===== src/rtl/bus_comp_pkg.sv =====
`default_nettype none
// ============================================================================
// bus_comp_pkg : shared encodings for the bus comparator sequencer
// Revision     : 1.0
// ============================================================================
package bus_comp_pkg;

  typedef enum logic [1:0] {
    M_IDLE = 2'd0,
    M_CRC  = 2'd1,
    M_COMP = 2'd2,
    M_OUT  = 2'd3
  } main_st_e;

  typedef enum logic [1:0] {
    C_WAIT  = 2'd0,
    C_WRITE = 2'd1,
    C_READ  = 2'd2,
    C_READY = 2'd3
  } cap_st_e;

  // Status field codes: {pending, err}
  localparam logic [1:0] ST_IDLE = 2'b11;
  localparam logic [1:0] ST_RUN  = 2'b10;
  localparam logic [1:0] ST_PASS = 2'b00;
  localparam logic [1:0] ST_FAIL = 2'b01;

  localparam int OUT_LSB  = 0;
  localparam int COMP_LSB = 2;

  function automatic int crc_lsb(input int ch);
    return 4 + 2 * ch;
  endfunction

endpackage
`default_nettype wire


===== src/rtl/bus_cap_chan.sv =====
`default_nettype none
// ============================================================================
// bus_cap_chan : per-channel strobe capture FSM and word register
// Revision     : 1.0
// ============================================================================
module bus_cap_chan
  import bus_comp_pkg::*;
#(
  parameter int DW = 64
) (
  input  logic          clk,
  input  logic          rst,
  input  logic          run,
  input  logic          clr,
  input  logic          en,
  input  logic [DW-1:0] din,
  output logic          ready,
  output logic          active,
  output logic [DW-1:0] dout
);

  cap_st_e       state_q;
  logic [DW-1:0] word_q;

  always_ff @(posedge clk) begin
    if (rst) begin
      state_q <= C_WAIT;
      word_q  <= '0;
    end else if (clr) begin
      state_q <= C_WAIT;
    end else if (run) begin
      case (state_q)
        C_WAIT:  if (!en) state_q <= C_WRITE;
        C_WRITE: if (en)  state_q <= C_READ;
        C_READ: begin
          state_q <= C_READY;
          word_q  <= din;
        end
        default: state_q <= state_q;
      endcase
    end
  end

  assign ready  = (state_q == C_READY);
  assign active = (state_q != C_WAIT);
  assign dout   = word_q;

endmodule
`default_nettype wire


===== src/rtl/bus_comp_seq_nch.sv =====
`default_nettype none
// ============================================================================
// bus_comp_seq_nch : NCH-channel capture, CRC -> compare -> output sequencer
// Revision         : 1.0
// ============================================================================
module bus_comp_seq_nch
  import bus_comp_pkg::*;
#(
  parameter int NCH     = 2,
  parameter int DW      = 64,
  parameter int TMO_CYC = 1024
) (
  input  logic                clk,
  input  logic                rst,
  input  logic [NCH-1:0]      data_en,
  input  logic [NCH*DW-1:0]   data_in,
  input  logic [2*NCH-1:0]    crc_status,
  input  logic [1:0]          comp_status,
  input  logic [1:0]          out_status,
  output logic [NCH-1:0]      crc_en,
  output logic                comp_en,
  output logic                out_en,
  output logic [NCH*DW-1:0]   data_out,
  output logic [2*NCH+3:0]    mod_status,
  output logic                done,
  output logic                timeout
);

  localparam int             WDW    = $clog2(TMO_CYC + 1);
  localparam logic [WDW-1:0] WD_MAX = WDW'(TMO_CYC);

  main_st_e         state_q;
  logic [NCH-1:0]   crc_en_q;
  logic             comp_en_q, out_en_q, done_q, timeout_q;
  logic [2*NCH+3:0] stat_q;
  logic [WDW-1:0]   wd_q;

  logic [NCH-1:0]   ready, active;
  logic             all_ready, cap_busy, wd_hit, cap_run, cap_clr, crc_any_err;

  assign all_ready = &ready;
  assign cap_busy  = (|active) && !all_ready;
  assign wd_hit    = (wd_q == WD_MAX);
  assign cap_run   = (state_q == M_IDLE);
  assign cap_clr   = cap_run && (all_ready || (cap_busy && wd_hit));

  always_comb begin
    crc_any_err = 1'b0;
    for (int i = 0; i < NCH; i++) crc_any_err = crc_any_err | stat_q[crc_lsb(i)];
  end

  generate
    for (genvar i = 0; i < NCH; i++) begin : g_chan
      bus_cap_chan #(.DW(DW)) u_chan (
        .clk    (clk),
        .rst    (rst),
        .run    (cap_run),
        .clr    (cap_clr),
        .en     (data_en[i]),
        .din    (data_in[i*DW +: DW]),
        .ready  (ready[i]),
        .active (active[i]),
        .dout   (data_out[i*DW +: DW])
      );
    end
  endgenerate

  always_ff @(posedge clk) begin
    if (rst) begin
      state_q   <= M_IDLE;
      crc_en_q  <= '1;
      comp_en_q <= 1'b1;
      out_en_q  <= 1'b1;
      stat_q    <= '1;
      done_q    <= 1'b0;
      timeout_q <= 1'b0;
      wd_q      <= '0;
    end else begin
      done_q    <= 1'b0;
      timeout_q <= 1'b0;
      if (!wd_hit) wd_q <= wd_q + WDW'(1);
      case (state_q)
        M_IDLE: begin
          if (all_ready) begin
            state_q  <= M_CRC;
            crc_en_q <= '0;
            wd_q     <= '0;
            stat_q   <= '1;
            for (int i = 0; i < NCH; i++) stat_q[crc_lsb(i) +: 2] <= ST_RUN;
          end else if (!cap_busy) begin
            wd_q <= '0;
          end else if (wd_hit) begin
            timeout_q <= 1'b1;
            done_q    <= 1'b1;
            wd_q      <= '0;
            for (int i = 0; i < NCH; i++) stat_q[crc_lsb(i) +: 2] <= ST_FAIL;
          end
        end
        M_CRC: begin
          for (int i = 0; i < NCH; i++) begin
            if (!crc_en_q[i] && !crc_status[2*i+1]) begin
              stat_q[crc_lsb(i) +: 2] <= {1'b0, crc_status[2*i]};
              crc_en_q[i]             <= 1'b1;
            end
          end
          // Decide on the registered fields once every channel has finished
          if (&crc_en_q) begin
            wd_q <= '0;
            if (crc_any_err) begin
              out_en_q                <= 1'b0;
              stat_q[OUT_LSB +: 2]    <= ST_RUN;
              state_q                 <= M_OUT;
            end else begin
              comp_en_q               <= 1'b0;
              stat_q[COMP_LSB +: 2]   <= ST_RUN;
              state_q                 <= M_COMP;
            end
          end else if (wd_hit) begin
            for (int i = 0; i < NCH; i++) begin
              if (!crc_en_q[i]) begin
                stat_q[crc_lsb(i) +: 2] <= ST_FAIL;
                crc_en_q[i]             <= 1'b1;
              end
            end
            timeout_q            <= 1'b1;
            out_en_q             <= 1'b0;
            stat_q[OUT_LSB +: 2] <= ST_RUN;
            state_q              <= M_OUT;
            wd_q                 <= '0;
          end
        end
        M_COMP: begin
          if (!comp_status[1] || wd_hit) begin
            stat_q[COMP_LSB +: 2] <= comp_status[1] ? ST_FAIL : comp_status;
            timeout_q             <= comp_status[1];
            comp_en_q             <= 1'b1;
            out_en_q              <= 1'b0;
            stat_q[OUT_LSB +: 2]  <= ST_RUN;
            state_q               <= M_OUT;
            wd_q                  <= '0;
          end
        end
        M_OUT: begin
          if (!out_status[1] || wd_hit) begin
            stat_q[OUT_LSB +: 2] <= out_status[1] ? ST_FAIL : out_status;
            timeout_q            <= out_status[1];
            out_en_q             <= 1'b1;
            done_q               <= 1'b1;
            state_q              <= M_IDLE;
            wd_q                 <= '0;
          end
        end
        default: state_q <= M_IDLE;
      endcase
    end
  end

  assign crc_en     = crc_en_q;
  assign comp_en    = comp_en_q;
  assign out_en     = out_en_q;
  assign mod_status = stat_q;
  assign done       = done_q;
  assign timeout    = timeout_q;

endmodule
`default_nettype wire

===== config.mk =====
export PLATFORM = sky130hd
export DESIGN_NAME = bus_comp_seq_nch
export DESIGN_NICKNAME = d
export VERILOG_FILES = /design/src/rtl/bus_comp_pkg.sv /design/src/rtl/bus_cap_chan.sv /design/src/rtl/bus_comp_seq_nch.sv
export SDC_FILE = /design/constraint.sdc
export NUM_CORES = 1
export LEC_CHECK = 0
export ABC_AREA = 1
export BUFFER_PORTS_ARGS = -buffer_cell sky130_fd_sc_hd__buf_2
export CAP_MARGIN = 30
export CORE_UTILIZATION = 50
export CTS_CLUSTER_DIAMETER = 150
export DETAILED_ROUTE_END_ITERATION = 10
export GPL_TIMING_DRIVEN = 0
export PLACE_DENSITY_LB_ADDON = 0.05
export SYNTH_ARGS = -nofsm -noshare
export SYNTH_HDL_FRONTEND = slang
export SYNTH_SLANG_ARGS = --single-unit

===== constraint.sdc =====
create_clock -name clk -period 4 [get_ports clk]
set_clock_uncertainty 0.05 [all_clocks]
set_input_delay 0.8 -clock clk [delete_from_list [all_inputs] [get_ports clk]]
set_output_delay 0.8 -clock clk [all_outputs]
set_load 0.02 [all_outputs]

### Word level (Yosys, flattened, before mapping)

Index checks and enable logic that the tools add are counted.

* input port bits: 140
* register bits: 159
* output and inout port bits: 142

* add/subtract/negate cells: 1
* bitwise logic cells: 2
* muxes and demuxes: 70
* reductions and logical operators: 41
* eq/ne operators: 23

Operator list (number)
* $mux W11: 7
* $mux W2: 22
* $pmux W11 S4: 1
* $mux W4: 7
* $mux W1: 22
* $ne A2 B2 Y1 const B: 9
* $pmux W2 S3: 3
* $pmux W2 S4: 2
* $reduce_and A4 Y1: 4
* $reduce_and A5 Y1: 3
* $eq A2 B2 Y1 const B: 6
* $ne A3 B3 Y1 const B: 4
* $reduce_bool A3 Y1: 4
* $add A11 B1 Y11 const B: 1
* $eq A11 B11 Y1 const B: 1
* $reduce_and A3 Y1: 3
* $pmux W4 S2: 1
* $reduce_bool A2 Y1: 4
* $logic_not A1 Y1: 7
* $eq A2 B1 Y1 const B: 3
* $logic_not A2 Y1: 3
* $reduce_and A2 Y1: 3
* $logic_and A1 B1 Y1: 5
* $pmux W1 S2: 2
* 7 further kinds: 10

### Depth between registers and ports, before layout

Gate-level depths: netlist of the first run.

* depth after elaboration: 9
* mapped depth: 12
* gate-level depth less buffers: 12

### Modules after synthesis

A second synthesis of the first run with hierarchy kept.

* cells, all modules: 849
* area total of the unflattened synthesis: 7090.6 um^2

Modules (own cells, without submodules)
* bus_cap_chan: times used 2, area each 2751.4 um^2, sequential area each 1321.3 um^2, cells an instance 309
* bus_comp_seq_nch: times used 1, area each 1587.8 um^2, sequential area each 540.5 um^2, cells an instance 231

### Worst setup path before layout of the first run

OpenSTA, ideal clock, no wires.

* kind: input port to flip-flop
* start point: input port rst
* end point: register g_chan[0].u_chan.word_q[10]
* path buffers: 3
* required time: 3818 ps
* setup slack: 2190 ps
* data arrival time: 1628 ps
* stages: 4
* cell sequence: clkbuf_1 > clkbuf_1 > clkbuf_1 > a21oi_1

RTL lines
* from (decl): line bus_comp_seq_nch.sv:14 `input logic rst,`
* to (signal assigned): line bus_cap_chan.sv:37 `word_q <= din;`
* to (decl): line bus_cap_chan.sv:23 `logic [DW-1:0] word_q;`

No word-level cell between the ends.

### Worst setup path in the final report of the first run

* start point: register state_q[0]
* end point: register g_chan[1].u_chan.word_q[0]

* longest elaborated chain between the ends: 4

Ends and longest elaborated chain
* from (decl): line bus_comp_seq_nch.sv:32 `main_st_e state_q;`
* from (signal assigned): line bus_comp_seq_nch.sv:70 `state_q <= M_IDLE;`
* from (signal assigned): line bus_comp_seq_nch.sv:85 `state_q <= M_CRC;`
* from (signal assigned): line bus_comp_seq_nch.sv:112 `state_q <= M_OUT;`
* $logic_not A2 Y1 *: line bus_comp_seq_nch.sv:44 `assign cap_run = (state_q == M_IDLE);`
* $logic_and A1 B1 Y1: line bus_comp_seq_nch.sv:45 `assign cap_clr = cap_run && (all_ready || (cap_busy && wd_hit));`
* $not A1 Y1 (no line)
* $reduce_and A3 Y1 (no line) *
* to (signal assigned): line bus_cap_chan.sv:37
* to (decl): line bus_cap_chan.sv:23

Mark *: on every way between the ends. The rest lies on a longest branch, timed or not.
A chain may end at the register's enable or synchronous reset.

==> reports/metrics.cfg, run 1 <==
[placed_design]
numPortBuffers = 280
place_hpwl_mm = 14.8
dp_worst_setup_slack_ns = 1.42
placed_area_um2 = 8340
gp_congestion = 0.850

[clocking]
cts.clk_slew.worst_paths_ns = 0.06
cts_buffers = 17
cts_max_level = 4
cts_tree = built
clock_tree.root_cell = clkbuf_16
cts_num_sinks = 159
cts.path.max_buffers = 2
cts_setup_buffers = 0
hold_buffers = 0
clk_latency_ns = 0.42
cts_resized = 0

[critical_path]
r2r_slack_ns = 1.91
rr_worst_depth = 9
arrival_ns = 2.39
critPathLaunchType = flop
cp.required_ns = 4.31
reg2reg_from = state_q[0]
cp-end-kind = flop
crit_type = flop to flop
crit_fanout = 10
reg2reg_to = g_chan[1].u_chan.dout[0]

[synth]
synth_top_family_by_area = simple AND/OR/NAND/NOR gates
ys_seq_area_frac = 0.474
synth_top_cell_area_share = 0.474
syn_inst = 858
muxShareOfSynthArea = 0
syn_area_per_cell_um2 = 7.83
synthAdderAreaFrac = 0.0317
syn_nets = 1015
synth_warnings = 0
synth_cell_types = 29
synth_xor_xnor_area_share = 0.00912
netlist.top_cell.by_area = dfxtp_1
yosys.area_share.simple = 0.288
ys_ff_latch = 159
synth_area_um2 = 6720
synth.area.top_cells = dfxtp_1 47%, nand4_1 12%, nand2_1 11%
synth_compound_area_frac = 0.123

[hold_path]
hold_end = mod_status[5]
hp-class = flop to flop
hold_depth = 2
hp-start = mod_status[5]

[global_route]
grt_pass1_wl_mm = 32.2
first_global_vias = 6450
track_usage = 0.289
antenna_found_initial = 3
grt_max_degree = 17
grt.overflow.total = 0

[route]
wl_per_cell_um = 15.1
route.antenna.remaining_nets = 0
drc = 0
via_per_inst = 5.24
finalWirelength_mm = 20.3
drt_iter0_drc = 436
drtPass1Iterations = 5
vias = 7043

[floorplan]
io_pins = 282
rows = 41
die_h_um = 118
core_area_um2 = 12900
start_util = 0.522
die_w_um = 118
dieArea_um2 = 13900

[sta]
slew_headroom = 0.456
rsz0062_at_grt = false
fin_crit_sh = 0.521
setup_viol = 0
final_max_slew_viol_count = 0
fin_tns_setup_ns = 0
period_minus_slack_ns = 2.09
max_freq_ghz = 0.480
finalHoldViolCount = 0
worst_pin_slew_ns = 0.815
fin_ws_ns = 1.91

[pwr]
p_leak_nw = 3.96
p_per_area_nw_per_um2 = 657
peakVddDrop_mv = 0.343
power_mw = 5.87

[final_layout]
multiInputGateArea_um2 = 3040
layout.nets = 1314
drive_gt1_frac = 0.307
final_util = 0.694
area_growth_pct = 33.0
final.fill_count = 1111
mostFrequentLayoutCell = buf_2
final_cell_mix = 306 x buf_2, 203 x nand2_1, 159 x dfxtp_1
final_area_um2 = 8940
seqCellArea_um2 = 3180

[status]
status = finished, final reports clean

[run]
maxCapViolations = 0

[final cells by class]
type	count	share of cell area
antenna	3	0.000840
buffer	73	0.0399
clock buffer	24	0.0550
clock inverter	8	0.0116
inverter	38	0.0160
multi-input combinational	588	0.340
sequential	159	0.356
tap	172	0.0241
timing repair buffer	280	0.157
[power by group]
group | switching, mW | total (mW) | internal [mW]
Sequential | 0.158 | 2.01 | 1.85
Combinational | 1.52 | 2.23 | 0.712
Clock | 0.647 | 1.63 | 0.988
[worst max-delay path, cell delays in order, from the launching register on]
cell,delay (ns)
dfxtp_1,0.37
inv_1,0.13
ha_1,0.16
clkbuf_2,0.18
nand2_1,0.14
inv_2,0.23
buf_6,0.22
buf_2,0.23
nand4_1,0.14
a21oi_1,0.17
[worst max-delay path by stage]
stage,startpoint,endpoint,cells past startpoint
3_5_place_dp,rst,timeout,4
5_1_grt,state_q[0],g_chan[1].u_chan.dout[0],9
3_3_place_gp,rst,timeout,4
2_1_floorplan,rst,g_chan[0].u_chan.dout[10],4
6_report,state_q[0],g_chan[1].u_chan.dout[0],9
4_1_cts,rst,timeout,4
[kinds of logic after synthesis]
logic type / Yosys count
flops: 159
buf+inv: 111
simple gates: 403
compound gates: 161
fa+ha+maj: 17
xor+xnor: 7
[through the flow]
step,hold slack (ns),cells
2_1_floorplan,0.422,858
3_3_place_gp,0.383,1310
3_5_place_dp,0.392,1310
4_1_cts,0.402,1342
5_1_grt,0.419,1345
6_report,0.402,1345
[synthesized netlist by cell type]
library cell	count
a21o_1	1
a21oi_1	145
a21oi_2	1
buf_1	9
buf_2	26
buf_4	9
buf_6	2
clkbuf_1	26
clkbuf_2	1
dfxtp_1	159
ha_1	17
inv_1	36
inv_2	2
nand2_1	203
nand2_4	1
nand3_1	25
nand3_4	2
nand4_1	131
nor2_1	31
nor2_4	1
nor3_1	4
nor3b_1	1
o2111ai_1	1
o211ai_1	1
o21ai_0	11
o311ai_2	1
or2_2	4
xnor2_1	1
xor2_1	6
[registers in the layout (all words and copies together), names as in the netlist]
signal,flops
g_chan.u_chan.dout,128
wd_q,11
mod_status,8
g_chan.u_chan.state_q,4
crc_en,2
state_q,2
comp_en,1
done,1
out_en,1
timeout,1
[layer usage]
metal	part of all wire	vias up	GRT usage
li1	-	3567	-
met1	0.44	3190	0.365
met2	0.47	250	0.463
met3	0.072	36	0.0790
met4	0.022	0	0.124
met5	0	-	0
No activity file was read; power rests on OpenSTA's default activity.
==> run 2, diff against run 1 <==
Settings changed: CORE_UTILIZATION 50 to 48.
Clock period 4 ns to 2.1 ns, I/O delays scaled along.
==> run 2 against run 1 <==
Effect of this change:
- via count barely moved
- clock power up 89%
- first-iteration DRC count fell by 14%
- maximum frequency is 7.2% higher
- register-to-register slack got worse by 1.8 ns
- largest power group unchanged
- setup slack worse by 1.8 ns
- highest routed layer unchanged
- sequential power grew 90%
==> reports/metrics.cfg, run 2 (synthesis gave the netlist of run 1 again) <==
[status]
status = finished, final reports clean  ; unchanged

[route]
drtPass1Iterations = 7  ; was 5
drt_iter0_drc = 376  ; was 436
wl_per_cell_um = 15.0  ; was 15.1 um
route.antenna.remaining_nets = 0  ; unchanged
via_per_inst = 5.22  ; was 5.24
drc = 0  ; unchanged
finalWirelength_mm = 20.3  ; about the same
vias = 7048  ; was 7043

[global_route]
grt.overflow.total = 0  ; unchanged
grt_pass1_wl_mm = 31.3  ; was 32.2 mm
antenna_found_initial = 2  ; was 3
first_global_vias = 6393  ; was 6450
grt_max_degree = 17  ; unchanged
track_usage = 0.273  ; was 0.289

[placed_design]
numPortBuffers = 280  ; unchanged
gp_congestion = 0.817  ; was 0.850
dp_worst_setup_slack_ns = -0.0700  ; was 1.42 ns
place_hpwl_mm = 14.8  ; about the same
placed_area_um2 = 8340  ; about the same
placedCellCount = 1314  ; was 1310

[critical_path]
crit_fanout = 10  ; unchanged
cp-end-kind = flop  ; unchanged
arrival_ns = 2.24  ; was 2.39 ns
crit_type = flop to flop  ; unchanged
cp.required_ns = 2.39  ; was 4.31 ns
critPathLaunchType = flop  ; unchanged

[pwr]
p_leak_nw = 4.01  ; was 3.96 nW
p_int_mw = 6.80  ; was 3.55 mW
p_switching_mw = 4.44  ; was 2.33 mW
comb_power_share = 0.385  ; was 0.380
p_per_area_nw_per_um2 = 1250  ; was 657 nW/um2
p_seq_frac = 0.340  ; was 0.341
swShare = 0.395  ; was 0.396
peakVddDrop_mv = 0.633  ; was 0.343 mV
power_mw = 11.2  ; was 5.87 mW
clock_power_share = 0.274  ; was 0.278

[clocking]
cts_tree = built  ; unchanged
hold_buffers = 0  ; unchanged
cts_max_level = 4  ; unchanged
clk_latency_ns = 0.42  ; about the same
cts.clk_slew.worst_paths_ns = 0.06  ; about the same
clock_tree.root_cell = clkbuf_16  ; unchanged
cts_buffers = 17  ; unchanged
cts_num_sinks = 159  ; unchanged
cts.path.max_buffers = 2  ; unchanged

[sta]
holdWs_ns = 0.221  ; was 0.402 ns
final_max_slew_viol_count = 0  ; unchanged
period_minus_slack_ns = 1.95  ; was 2.09 ns
setup_viol = 0  ; unchanged
finalHoldViolCount = 0  ; unchanged
worst_pin_slew_ns = 0.667  ; was 0.815 ns
fin_crit_sh = 0.927  ; was 0.521
fin_tns_setup_ns = 0  ; unchanged
max_freq_ghz = 0.514  ; was 0.480 GHz
slew_headroom = 0.555  ; was 0.456
fin_ws_ns = 0.154  ; was 1.91 ns

[final_layout]
final.fill_count = 1202  ; was 1111
largest_reg_flops = 128  ; unchanged
fin_cells = 1350  ; was 1345
final_util = 0.670  ; was 0.694
layout.nets = 1316  ; was 1314
final_cell_mix = 297 x buf_2, 202 x nand2_1, 157 x dfxtp_1  ; was 306 x buf_2, 203 x nand2_1, 159 x dfxtp_1
area_growth_pct = 34.2  ; was 33.0%
drive_gt1_frac = 0.315  ; was 0.307
final_area_um2 = 9010  ; was 8940 um2
mostFrequentLayoutCell = buf_2  ; unchanged

[run]
maxCapViolations = 0  ; unchanged

[floorplan]
die_h_um = 120  ; was 118 um
start_util = 0.499  ; was 0.522
dieArea_um2 = 14500  ; was 13900 um2
io_pins = 282  ; unchanged
rows = 42  ; was 41
core_area_um2 = 13500  ; was 12900 um2
die_w_um = 120  ; was 118 um

[hold_path]
hp-class = input port to flop  ; was flop to flop

-- run 2: cell types whose count changed in the layout (fill, tap and decap cells not counted), sizes merged --
cell / delta
inv: -1
clkinvlp: +1
buf: -6
clkbuf: +6
diode: -1
clkinv: +2
-- run 2: cell type report --
type | count | area (um2) | area share
clock inverters | 10 | 109 | 0.0121
repair buffers | 282 | 1420 | 0.157
well taps | 176 | 220 | 0.0244
flip-flops and latches | 159 | 3190 | 0.353
clock buffers | 22 | 484 | 0.0537
multi-input cells | 588 | 3060 | 0.339
plain buffers | 73 | 388 | 0.0430
diodes | 2 | 5.00 | 0.000555
inverters | 38 | 148 | 0.0164
-- run 2: final timing paths --
path                                    start                         to  slack, ns  cells past startpoint
worst min register to register  mod_status[7]              mod_status[7]       0.39                      2
worst max-delay path                  wd_q[0]   g_chan[1].u_chan.dout[7]       0.15                     11
worst min-delay path             data_in[113]  g_chan[1].u_chan.dout[49]       0.22                      3
worst max register to register        wd_q[0]   g_chan[1].u_chan.dout[7]       0.15                     11
-- run 2: power groups by stage --
stage	Combinational, mW	Sequential [mW]	Clock, mW
after floorplan	2.41	4.38	0
after CTS	4.24	3.82	3.12
after global routing	4.78	3.88	3.27
after detailed placement	4.21	3.87	0
after global placement	4.19	3.86	0
final	4.33	3.82	3.08
-- run 2: repair_timing --
| action | 4_1_cts | 5_1_grt |
|---|---|---|
| buffers inserted | 0 | 2 |
| setup endpoints to repair | 4 | 143 |
| pin swaps | 0 | 1 |
| gates cloned | 0 | 0 |
| gates resized for setup | 1 | 24 |
-- run 2: critical path: stages, from the launching register on --
cell and delay [ns]:
dfxtp_1 0.37, inv_1 0.10, ha_1 0.23, inv_1 0.06, nor2_1 0.03, nand3_1 0.12, nor2_4 0.07, nand2_4 0.14
buf_8 0.18, clkbuf_4 0.21, nand4_1 0.12, a21oi_1 0.18
-- run 2: routing by layer --
metal	track usage	wire length, um
met1	0.349	8970
met2	0.442	9490
met3	0.0802	1560
met4	0.0880	274
met5	0	0
==> run 3, diff against run 2 <==
Settings changed: ABC_AREA 1 to not set, CORE_UTILIZATION 48 to 49.
==> run 3 against run 2 <==
Effect of this change:
- synthesized area rose by 3.7%
- critical path type unchanged
- via count fell by 12%
- critical path depth fell by 1
- global-route usage fell by 2.0 points
- highest routed layer unchanged
- sequential power barely moved
- non-clock buffer count fell by 20
- combinational power fell by 16%
- synthesized cell count fell by 10%
==> reports/metrics.cfg, run 3 <==
[global_route]
track_usage = 0.253  ; was 0.273
grt_pass1_wl_mm = 28.9  ; was 31.3 mm
antenna_found_initial = 0  ; was 2
grt_max_degree = 17  ; unchanged
grt.overflow.total = 0  ; unchanged
first_global_vias = 5650  ; was 6393

[sta]
slew_headroom = 0.458  ; was 0.555
setup_viol = 0  ; unchanged
holdWs_ns = 0.192  ; was 0.221 ns
worst_pin_slew_ns = 0.813  ; was 0.667 ns
fin_crit_sh = 0.976  ; was 0.927
period_minus_slack_ns = 2.05  ; was 1.95 ns
fin_tns_setup_ns = 0  ; unchanged
final_max_slew_viol_count = 0  ; unchanged
max_freq_ghz = 0.488  ; was 0.514 GHz
finalHoldViolCount = 0  ; unchanged

[synth]
synth_top_family_by_area = multiplexers  ; was simple AND/OR/NAND/NOR gates
muxShareOfSynthArea = 0.199  ; was 0
synth_common_cells = 261 x nand2_1, 159 x dfxtp_1, 135 x mux2i_1  ; was 203 x nand2_1, 159 x dfxtp_1, 145 x a21oi_1
yosys.area_share.simple = 0.197  ; was 0.288
synth-async-reset-ratio = 0  ; unchanged
synth-edff-count = 0  ; unchanged
synth.area.top_cells = dfxtp_1 46%, mux2i_1 19%, nand2_1 14%  ; was dfxtp_1 47%, nand4_1 12%, nand2_1 11%
syn_area_per_cell_um2 = 9.03  ; was 7.83 um2
syn_inst = 771  ; was 858
synth_xor_xnor_area_share = 0.0101  ; was 0.00912
synthMostInstantiatedCell = nand2_1  ; unchanged
netlist.top_cell.by_area = dfxtp_1  ; unchanged
synth_area_um2 = 6970  ; was 6720 um2
ys_ff_latch = 159  ; unchanged
synth_cell_types = 52  ; was 29
synth_warnings = 0  ; unchanged
synth_compound_area_frac = 0.0528  ; was 0.123
synth_top_cell_area_share = 0.457  ; was 0.474
syn_nets = 928  ; was 1015
ys_seq_area_frac = 0.457  ; was 0.474
synth_ff_type = dfxtp_1  ; unchanged
synthAdderAreaFrac = 0.0305  ; was 0.0317

[final_layout]
largest_reg_flops = 128  ; unchanged
layout.nets = 1233  ; was 1316
area_growth_pct = 33.6  ; was 34.2%
drive_gt1_frac = 0.324  ; was 0.315
final.fill_count = 1196  ; was 1202
multiInputGateArea_um2 = 3450  ; was 3060 um2
final_cell_mix = 281 x buf_2, 261 x nand2_1, 159 x dfxtp_1  ; was 297 x buf_2, 202 x nand2_1, 157 x dfxtp_1
mostFrequentLayoutCell = buf_2  ; unchanged
num_antenna_cells = 0  ; was 2
seqCellArea_um2 = 3180  ; was 3190 um2

[critical_path]
arrival_ns = 2.37  ; was 2.24 ns
crit_fanout = 10  ; unchanged
critPathLaunchType = flop  ; unchanged
cp.required_ns = 2.42  ; was 2.39 ns
cp-end-kind = flop  ; unchanged
crit_type = flop to flop  ; unchanged

[route]
route.antenna.remaining_nets = 0  ; unchanged
drtPass1Iterations = 5  ; was 7
vias = 6220  ; was 7048
wl_per_cell_um = 14.8  ; was 15.0 um
drt_iter0_drc = 321  ; was 376
finalWirelength_mm = 18.7  ; was 20.3 mm
drc = 0  ; unchanged
via_per_inst = 4.90  ; was 5.22

[floorplan]
io_pins = 282  ; unchanged
rows = 43  ; was 42
die_w_um = 121  ; was 120 um
die_h_um = 121  ; was 120 um
dieArea_um2 = 14700  ; was 14500 um2
core_area_um2 = 13900  ; was 13500 um2
start_util = 0.502  ; was 0.499

[clocking]
cts_max_level = 4  ; unchanged
clk_latency_ns = 0.42  ; about the same
cts_buffers = 17  ; unchanged
cts_tree = built  ; unchanged
cts_num_sinks = 159  ; unchanged
cts.path.max_buffers = 2  ; unchanged
cts.clk_slew.worst_paths_ns = 0.06  ; about the same
clock_tree.root_cell = clkbuf_16  ; unchanged

[pwr]
p_leak_nw = 4.28  ; was 4.01 nW
power_mw = 10.7  ; was 11.2 mW
peakVddDrop_mv = 0.578  ; was 0.633 mV
p_per_area_nw_per_um2 = 1150  ; was 1250 nW/um2

[placed_design]
place_hpwl_mm = 14.1  ; was 14.8 mm
gp_congestion = 0.852  ; was 0.817
numPortBuffers = 281  ; was 280

[run]
maxCapViolations = 0  ; unchanged

[status]
status = finished, final reports clean  ; unchanged

[hold_path]
hp-class = input port to flop  ; unchanged

==> run 3: changes by cell type in the layout (fill, tap and decap cells not counted), sizes merged, moves of 4 or more <==
cell	previous run	this run
nand2	204	261
mux2i	0	135
a21oi	146	8
inv	38	18
clkbuf	57	52
and3	0	5
xnor2	1	5
nand4	131	4
a31oi	0	4
buf	320	303
nand3	27	10
==> run 3: metal layers <==
metal,share of wire,GRT usage,vias to the layer above
met5,0,0,-
met4,0.026,0.103,0
met3,0.059,0.0620,32
met2,0.49,0.428,198
met1,0.43,0.306,2816
li1,-,-,3174
==> run 3: logic make-up (layout without fill, tap and decap cells) <==
family,count (synthesis),in the layout
flops,159,159
xor+xnor,8,8
simple gates,330,330
fa+ha+maj,17,17
compound gates,52,52
buf+inv,67,385
mux,138,138
==> run 3: path summary, 6_finish.rpt <==
kind	from	end	slack, ns	cells after the start
worst min register to register	g_chan[1].u_chan.dout[50]	g_chan[1].u_chan.dout[50]	0.40	2
worst min-delay path	data_in[125]	g_chan[1].u_chan.dout[61]	0.19	3
worst max-delay path	wd_q[0]	wd_q[0]	0.05	10
worst max register to register	wd_q[0]	wd_q[0]	0.05	10
==> run 3: layout make-up <==
| class | count | share of cell area |
|---|---|---|
| flip-flops and latches | 159 | 0.342 |
| well taps | 180 | 0.0242 |
| inverters | 18 | 0.00753 |
| clock inverters | 12 | 0.0177 |
| repair buffers | 287 | 0.156 |
| plain buffers | 48 | 0.0323 |
| clock buffers | 20 | 0.0491 |
| multi-input cells | 545 | 0.371 |
==> run 3: report_power, final <==
group | internal (mW) | leakage (nW) | switching, mW
Sequential | 3.53 | 1.29 | 0.266
Combinational | 1.53 | 2.69 | 2.10
Clock | 2.04 | 0.305 | 1.20
==> run 3: critical path, stage by stage (launching register included) <==
cell	delay (ns)
dfxtp_1	0.33
inv_2	0.06
ha_1	0.16
nor4b_4	0.21
and3_1	0.21
buf_6	0.14
inv_4	0.03
buf_6	0.13
ha_1	0.28
nor4_2	0.23
o21a_1	0.15
==> run 3: timing repair <==
| item | 4_1_cts | 5_1_grt |
|---|---|---|
| resized for setup | 3 | 7 |
| setup endpoints to repair | 129 | 137 |
| hold buffers | 0 | 0 |
| pin swaps | 1 | 3 |
| buffers inserted | 1 | 5 |
==> run 3: per-stage QoR <==
stage	util	cell area [um2]	cells	setup slack, ns
floorplan	-	6970	771	0.126
global placement	0.619	8600	1232	-0.312
detailed placement	0.619	8600	1232	-0.309
CTS	0.666	9240	1265	0.00803
global route	0.670	9310	1269	-0.0473
finish	0.670	9310	1269	0.0514
